<file path="src/rtl/tcp_session_handler_hls_deadlock_axis_monitor.sv">
// ---------------------------------------------------------------------------
// tcp_session_handler_hls_deadlock_axis_monitor
//
// Deadlock monitor for one HLS dataflow instance. Watches the per-channel AXIS
// block flags and the per-sub-instance idle/block flags. 'block' is raised only
// after blocking has persisted for a programmable number of consecutive cycles.
// On entry to the deadlock state the offending flags are captured for debug
// readout.
//
// Ports
//   clock            single clock
//   reset            asynchronous, active-high reset
//   axis_block_sigs  [NUM_AXIS]  1 = AXIS channel i blocked this cycle
//   axis_mask        [NUM_AXIS]  1 = ignore channel i
//   inst_idle_sigs   [NUM_INST]  1 = sub-instance j idle (its block flag ignored)
//   inst_block_sigs  [NUM_INST]  1 = sub-instance j blocked
//   threshold        [CNT_W]     consecutive blocked cycles needed (0 acts as 1)
//   clear                        synchronous clear of detection, counter, snapshots
//   block                        deadlock detected
//   block_pending                blocking seen, threshold not yet reached
//   stall_cnt        [CNT_W]     consecutive blocked cycles, saturating
//   snap_axis        [NUM_AXIS]  masked AXIS flags captured on entry to deadlock
//   snap_inst        [NUM_INST]  effective inst flags captured on entry to deadlock
//   first_idx        [IDX_W]     lowest set bit of snap_axis (0 if none)
// ---------------------------------------------------------------------------
module tcp_session_handler_hls_deadlock_axis_monitor #(
  parameter int NUM_AXIS = 5,
  parameter int NUM_INST = 1,
  parameter int CNT_W    = 16,
  parameter bit STICKY   = 1'b0,
  localparam int IDX_W   = (NUM_AXIS > 1) ? $clog2(NUM_AXIS) : 1
) (
  input  logic                clock,
  input  logic                reset,
  input  logic [NUM_AXIS-1:0] axis_block_sigs,
  input  logic [NUM_AXIS-1:0] axis_mask,
  input  logic [NUM_INST-1:0] inst_idle_sigs,
  input  logic [NUM_INST-1:0] inst_block_sigs,
  input  logic [CNT_W-1:0]    threshold,
  input  logic                clear,
  output logic                block,
  output logic                block_pending,
  output logic [CNT_W-1:0]    stall_cnt,
  output logic [NUM_AXIS-1:0] snap_axis,
  output logic [NUM_INST-1:0] snap_inst,
  output logic [IDX_W-1:0]    first_idx
);

  typedef enum logic [1:0] {
    IDLE     = 2'd0,
    COUNTING = 2'd1,
    DEADLOCK = 2'd2
  } state_t;

  state_t              state, state_n;
  logic [NUM_AXIS-1:0] axis_eff;
  logic [NUM_INST-1:0] inst_eff;
  logic                any_blk;
  logic [CNT_W-1:0]    thr_eff;
  logic [CNT_W:0]      cnt_inc;
  logic [CNT_W-1:0]    cnt_sat;
  logic                thr_hit;
  logic [CNT_W-1:0]    cnt_n;
  logic                snap_load;

  // Lowest set bit index; scanning downward lets the last hit win.
  function automatic logic [IDX_W-1:0] lowest_set(input logic [NUM_AXIS-1:0] v);
    logic [IDX_W-1:0] r;
    r = '0;
    for (int i = NUM_AXIS - 1; i >= 0; i--) begin
      if (v[i]) r = IDX_W'(i);
    end
    return r;
  endfunction

  assign axis_eff = axis_block_sigs & ~axis_mask;
  assign inst_eff = inst_block_sigs & ~inst_idle_sigs;
  assign any_blk  = (|axis_eff) | (|inst_eff);
  assign thr_eff  = (threshold == '0) ? CNT_W'(1) : threshold;

  // Extra bit keeps the threshold comparison correct when the counter is all-ones.
  assign cnt_inc  = {1'b0, stall_cnt} + (CNT_W+1)'(1);
  assign cnt_sat  = (&stall_cnt) ? stall_cnt : cnt_inc[CNT_W-1:0];
  assign thr_hit  = cnt_inc >= {1'b0, thr_eff};

  // NOTE: every variable assigned in this block gets a default first, so no
  // path through the case statement can leave it unassigned and infer a latch.
  always_comb begin
    state_n = state;
    cnt_n   = stall_cnt;
    unique case (state)
      IDLE: begin
        cnt_n = '0;
        if (any_blk) begin
          cnt_n   = CNT_W'(1);
          state_n = (thr_eff == CNT_W'(1)) ? DEADLOCK : COUNTING;
        end
      end
      COUNTING: begin
        if (!any_blk) begin
          state_n = IDLE;
          cnt_n   = '0;
        end else begin
          cnt_n = cnt_sat;
          if (thr_hit) state_n = DEADLOCK;
        end
      end
      DEADLOCK: begin
        if (any_blk) begin
          cnt_n = cnt_sat;
        end else if (!STICKY) begin
          state_n = IDLE;
          cnt_n   = '0;
        end
        // Sticky mode: stay put and freeze the count while blocking is absent.
      end
      default: begin
        state_n = IDLE;
        cnt_n   = '0;
      end
    endcase

    // Clear wins over everything, including a would-be entry to DEADLOCK.
    if (clear) begin
      state_n = IDLE;
      cnt_n   = '0;
    end
  end

  assign snap_load = (state != DEADLOCK) && (state_n == DEADLOCK);

  // NOTE: state is updated with non-blocking assignments so every flop samples
  // the pre-edge values, independent of statement order.
  always_ff @(posedge clock or posedge reset) begin
    if (reset) begin
      state         <= IDLE;
      block         <= 1'b0;
      block_pending <= 1'b0;
      stall_cnt     <= '0;
      snap_axis     <= '0;
      snap_inst     <= '0;
      first_idx     <= '0;
    end else begin
      state         <= state_n;
      block         <= (state_n == DEADLOCK);
      block_pending <= (state_n == COUNTING);
      stall_cnt     <= cnt_n;
      if (state_n == IDLE) begin
        snap_axis <= '0;
        snap_inst <= '0;
        first_idx <= '0;
      end else if (snap_load) begin
        snap_axis <= axis_eff;
        snap_inst <= inst_eff;
        first_idx <= lowest_set(axis_eff);
      end
    end
  end

endmodule

</file>
<file path="config.mk">
export PLATFORM = sky130hd
export DESIGN_NAME = tcp_session_handler_hls_deadlock_axis_monitor
export DESIGN_NICKNAME = d
export VERILOG_FILES = /design/src/rtl/tcp_session_handler_hls_deadlock_axis_monitor.sv
export SDC_FILE = /design/constraint.sdc
export NUM_CORES = 1
export LEC_CHECK = 0
export ABC_AREA = 0
export CAP_MARGIN = 20
export CORE_ASPECT_RATIO = 2
export CORE_MARGIN = 2
export CORE_UTILIZATION = 52
export CTS_CLUSTER_SIZE = 25
export DETAILED_ROUTE_END_ITERATION = 7
export HOLD_SLACK_MARGIN = 0.12
export PLACE_DENSITY = 0.86
export SLEW_MARGIN = 25
export SYNTH_ARGS = -nofsm -noshare
export SYNTH_HDL_FRONTEND = slang
export SYNTH_SLANG_ARGS = --single-unit
</file>
<file path="constraint.sdc">
create_clock -name clock -period 8.1 [get_ports clock]
set_input_delay 1.62 -clock clock [delete_from_list [all_inputs] [get_ports clock]]
set_output_delay 1.62 -clock clock [all_outputs]
set_load 0.01 [all_outputs]
</file>
==> run summary <==
Fmax - 0.242 GHz
Seq/Total Area, Yosys - 35.8%
Cell Pwr Density - 120 mW/mm^2
Comb power frac - 18.6%
buffers added on ports - 57
total global-route track usage - 26.5%
Yosys warning count - 0
Core Rows - 32
CTS resizes - 0
# diodes - 0
crit end category - register
TNS Setup - 0 ns
cell area after synthesis - 0.00203 mm^2
fillcell total - 309
grt ovf - 0
status - complete, no violations
Critical path destination - first_idx[2]
Routed WL - 5.34 mm
WS Path Type - primary input to register
P_int - 237 uW
H-tree depth - 2
P&R area growth vs syn - 34.7%
post-DP HPWL - 4.33 mm
Post-CTS Setup Bufs - 0
Clk pwr share - 35.6%
P_sw - 90.8 uW
period utilization - 50.9%
final hold slack - 0.492 ns
crit path time final - 4.12 ns
Initial DRT Pass Iterations - 4
CTS Hold Bufs - 0
clk buf depth - 2
Worst Reg-to-Reg Cells - 12
actual slew at the worst max-slew pin - 0.622 ns
Post-synth EDFFs - 0
core area - 0.00380 mm^2
DRC Markers - 0
layout cells sized above 1 - 7.82%
final net count - 345
total number of vias - 1960
Slew headroom - 58.5%
worst hold path class - register to register
Synth Register Bits - 29
asr flop ratio synth - 100%
Mapped Cells - 232
clock sinks - 29
CTS clk-pin slew, worst paths - 0.06 ns
Fin. Hold Viols - 0
crit path max fanout - 4
Critical Path AT - 4.29 ns
peak supply drop - 92.0 uV
Clk Latency, worst-skew pair - 0.28 ns
initial DRC count - 32
Primary FF master, synth - dfrtp_1
Root Driver - clkbuf_8
# setup viols final - 0
crit path launch - threshold[8]
RSZ-0062 raised after global routing - false
wire length per cell - 15.5 um
CTS tree - yes
Sw Ratio - 27.7%
Via-to-Cell Ratio - 5.68
post-synth cell types - 44
initial antenna violation count - 0
vias in the first global route - 1965
most frequent cells in the layout - clkdlybuf4s50_1 (57), nand2_1 (38), dfrtp_1 (29)
Critical Path Start Type - primary input
die width - 48.1 um
Syn Area/Cell - 8.73 um^2
reg-to-reg startpoint - stall_cnt[0]
GPL Wtd Cong - 0.931
most common cell after layout, fill and taps aside - clkdlybuf4s50_1
Final Skew - 0.00741 ns
Top-Level Pins - 58
Die Area - 0.00444 mm^2
DRT antenna net count - 0
Worst R2R Setup Slack - 4.59 ns
Worst Path Required - 8.26 ns
largest net degree at the start of global routing - 30
Final Slew Violations - 0
r2r endpoint - first_idx[2]
Mapped Nets - 284
Chip Height - 92.3 um
P_leak - 1.32 nW
CTS buffer count - 5
Initial Util - 53.3%
first-pass GRT wire length - 8.33 mm
Max Cap Viol - 0
part of the power in registers - 45.8%
-- cells by family after synthesis --
kind of cell             synth area share [%]
AND/OR/NAND/NOR                          25.7
adder cells (fa/ha/maj)                  13.0
flip-flops                               35.8
buffers and inverters                    5.19
XOR/XNOR                                 6.05
AO/OA/AOI/OAI                            14.3
-- synthesized netlist by cell type (all sizes together), types with 3 or more instances --
library cell / n / area (um^2)
nor3: 3 / 15.0
ha: 21 / 263
nand2: 38 / 143
a211oi: 3 / 22.5
inv: 25 / 93.8
nor2: 15 / 58.8
or2b: 4 / 35.0
nand2b: 6 / 37.5
nand3: 9 / 45.0
a21oi: 5 / 25.0
dfrtp: 29 / 726
xor2: 6 / 52.6
o2bb2ai: 5 / 43.8
xnor2: 8 / 70.1
o21ai: 9 / 48.8
nand4: 10 / 62.6
nor4: 4 / 31.3
a21o: 3 / 23.8
clkbuf: 3 / 11.3
-- critical path: stages --
cell	delay [ns]
clkdlybuf4s50_1	0.44
nor4_1	0.41
nand4_1	0.21
nand2b_1	0.12
ha_1	0.23
nor2b_1	0.10
o21ai_0	0.09
o211ai_1	0.26
a311oi_2	0.17
a31oi_1	0.23
nor3_1	0.12
a32o_1	0.28
-- flip-flops by register name, indices dropped and copies added, names as in the netlist --
| register | count |
|---|---|
| stall_cnt | 16 |
| first_idx | 3 |
| block_pending | 1 |
| snap_inst | 1 |
| state | 2 |
| snap_axis | 5 |
| block | 1 |
-- stage by stage --
step                utilization (%)  setup slack, ns  total power, mW  std cells  area, um^2
finish                         71.7             3.98            0.328        345        2730
global route                   71.7             3.79            0.343        345        2730
CTS                            71.7             3.99            0.329        345        2730
detailed placement             69.6             3.72            0.214        337        2650
global placement               69.6             3.82            0.213        337        2650
floorplan                         -             4.59            0.184        232        2030
-- layout make-up --
class,instances,area (um^2),area share [%]
Tap cell,51,63.8,2.34
Clock buffer,8,80.1,2.93
Timing Repair Buffer,57,571,20.9
Inverter,25,93.8,3.44
Multi-Input combinational cell,175,1190,43.8
Sequential cell,29,726,26.6
-- worst min path at each step --
stage,start,endpoint,slack [ns],depth (start not counted)
floorplan,first_idx[1],first_idx[1],0.52,1
global placement,snap_axis[3],snap_axis[3],0.48,1
detailed placement,snap_axis[3],snap_axis[3],0.48,1
CTS,snap_axis[3],snap_axis[3],0.50,1
global route,first_idx[1],first_idx[1],0.52,1
finish,snap_axis[3],snap_axis[3],0.49,1
-- power by group through the flow --
| stage | clock [mW] | sequential, mW | combinational [mW] |
|---|---|---|---|
| 2_1_floorplan | 0 | 0.153 | 0.0310 |
| 3_3_place_gp | 0 | 0.153 | 0.0603 |
| 3_5_place_dp | 0 | 0.153 | 0.0610 |
| 4_1_cts | 0.118 | 0.150 | 0.0613 |
| 5_1_grt | 0.125 | 0.150 | 0.0675 |
| 6_report | 0.117 | 0.150 | 0.0609 |
-- layer usage --
layer | track usage [%] | vias to the layer above | routed length [um]
met5 | 0 | - | 0
li1 | - | 932 | -
met3 | 3.35 | 23 | 129
met2 | 49.6 | 61 | 3140
met1 | 23.1 | 944 | 1820
met4 | 16.4 | 0 | 251
Note: power is estimated with default switching activity, not from simulation.
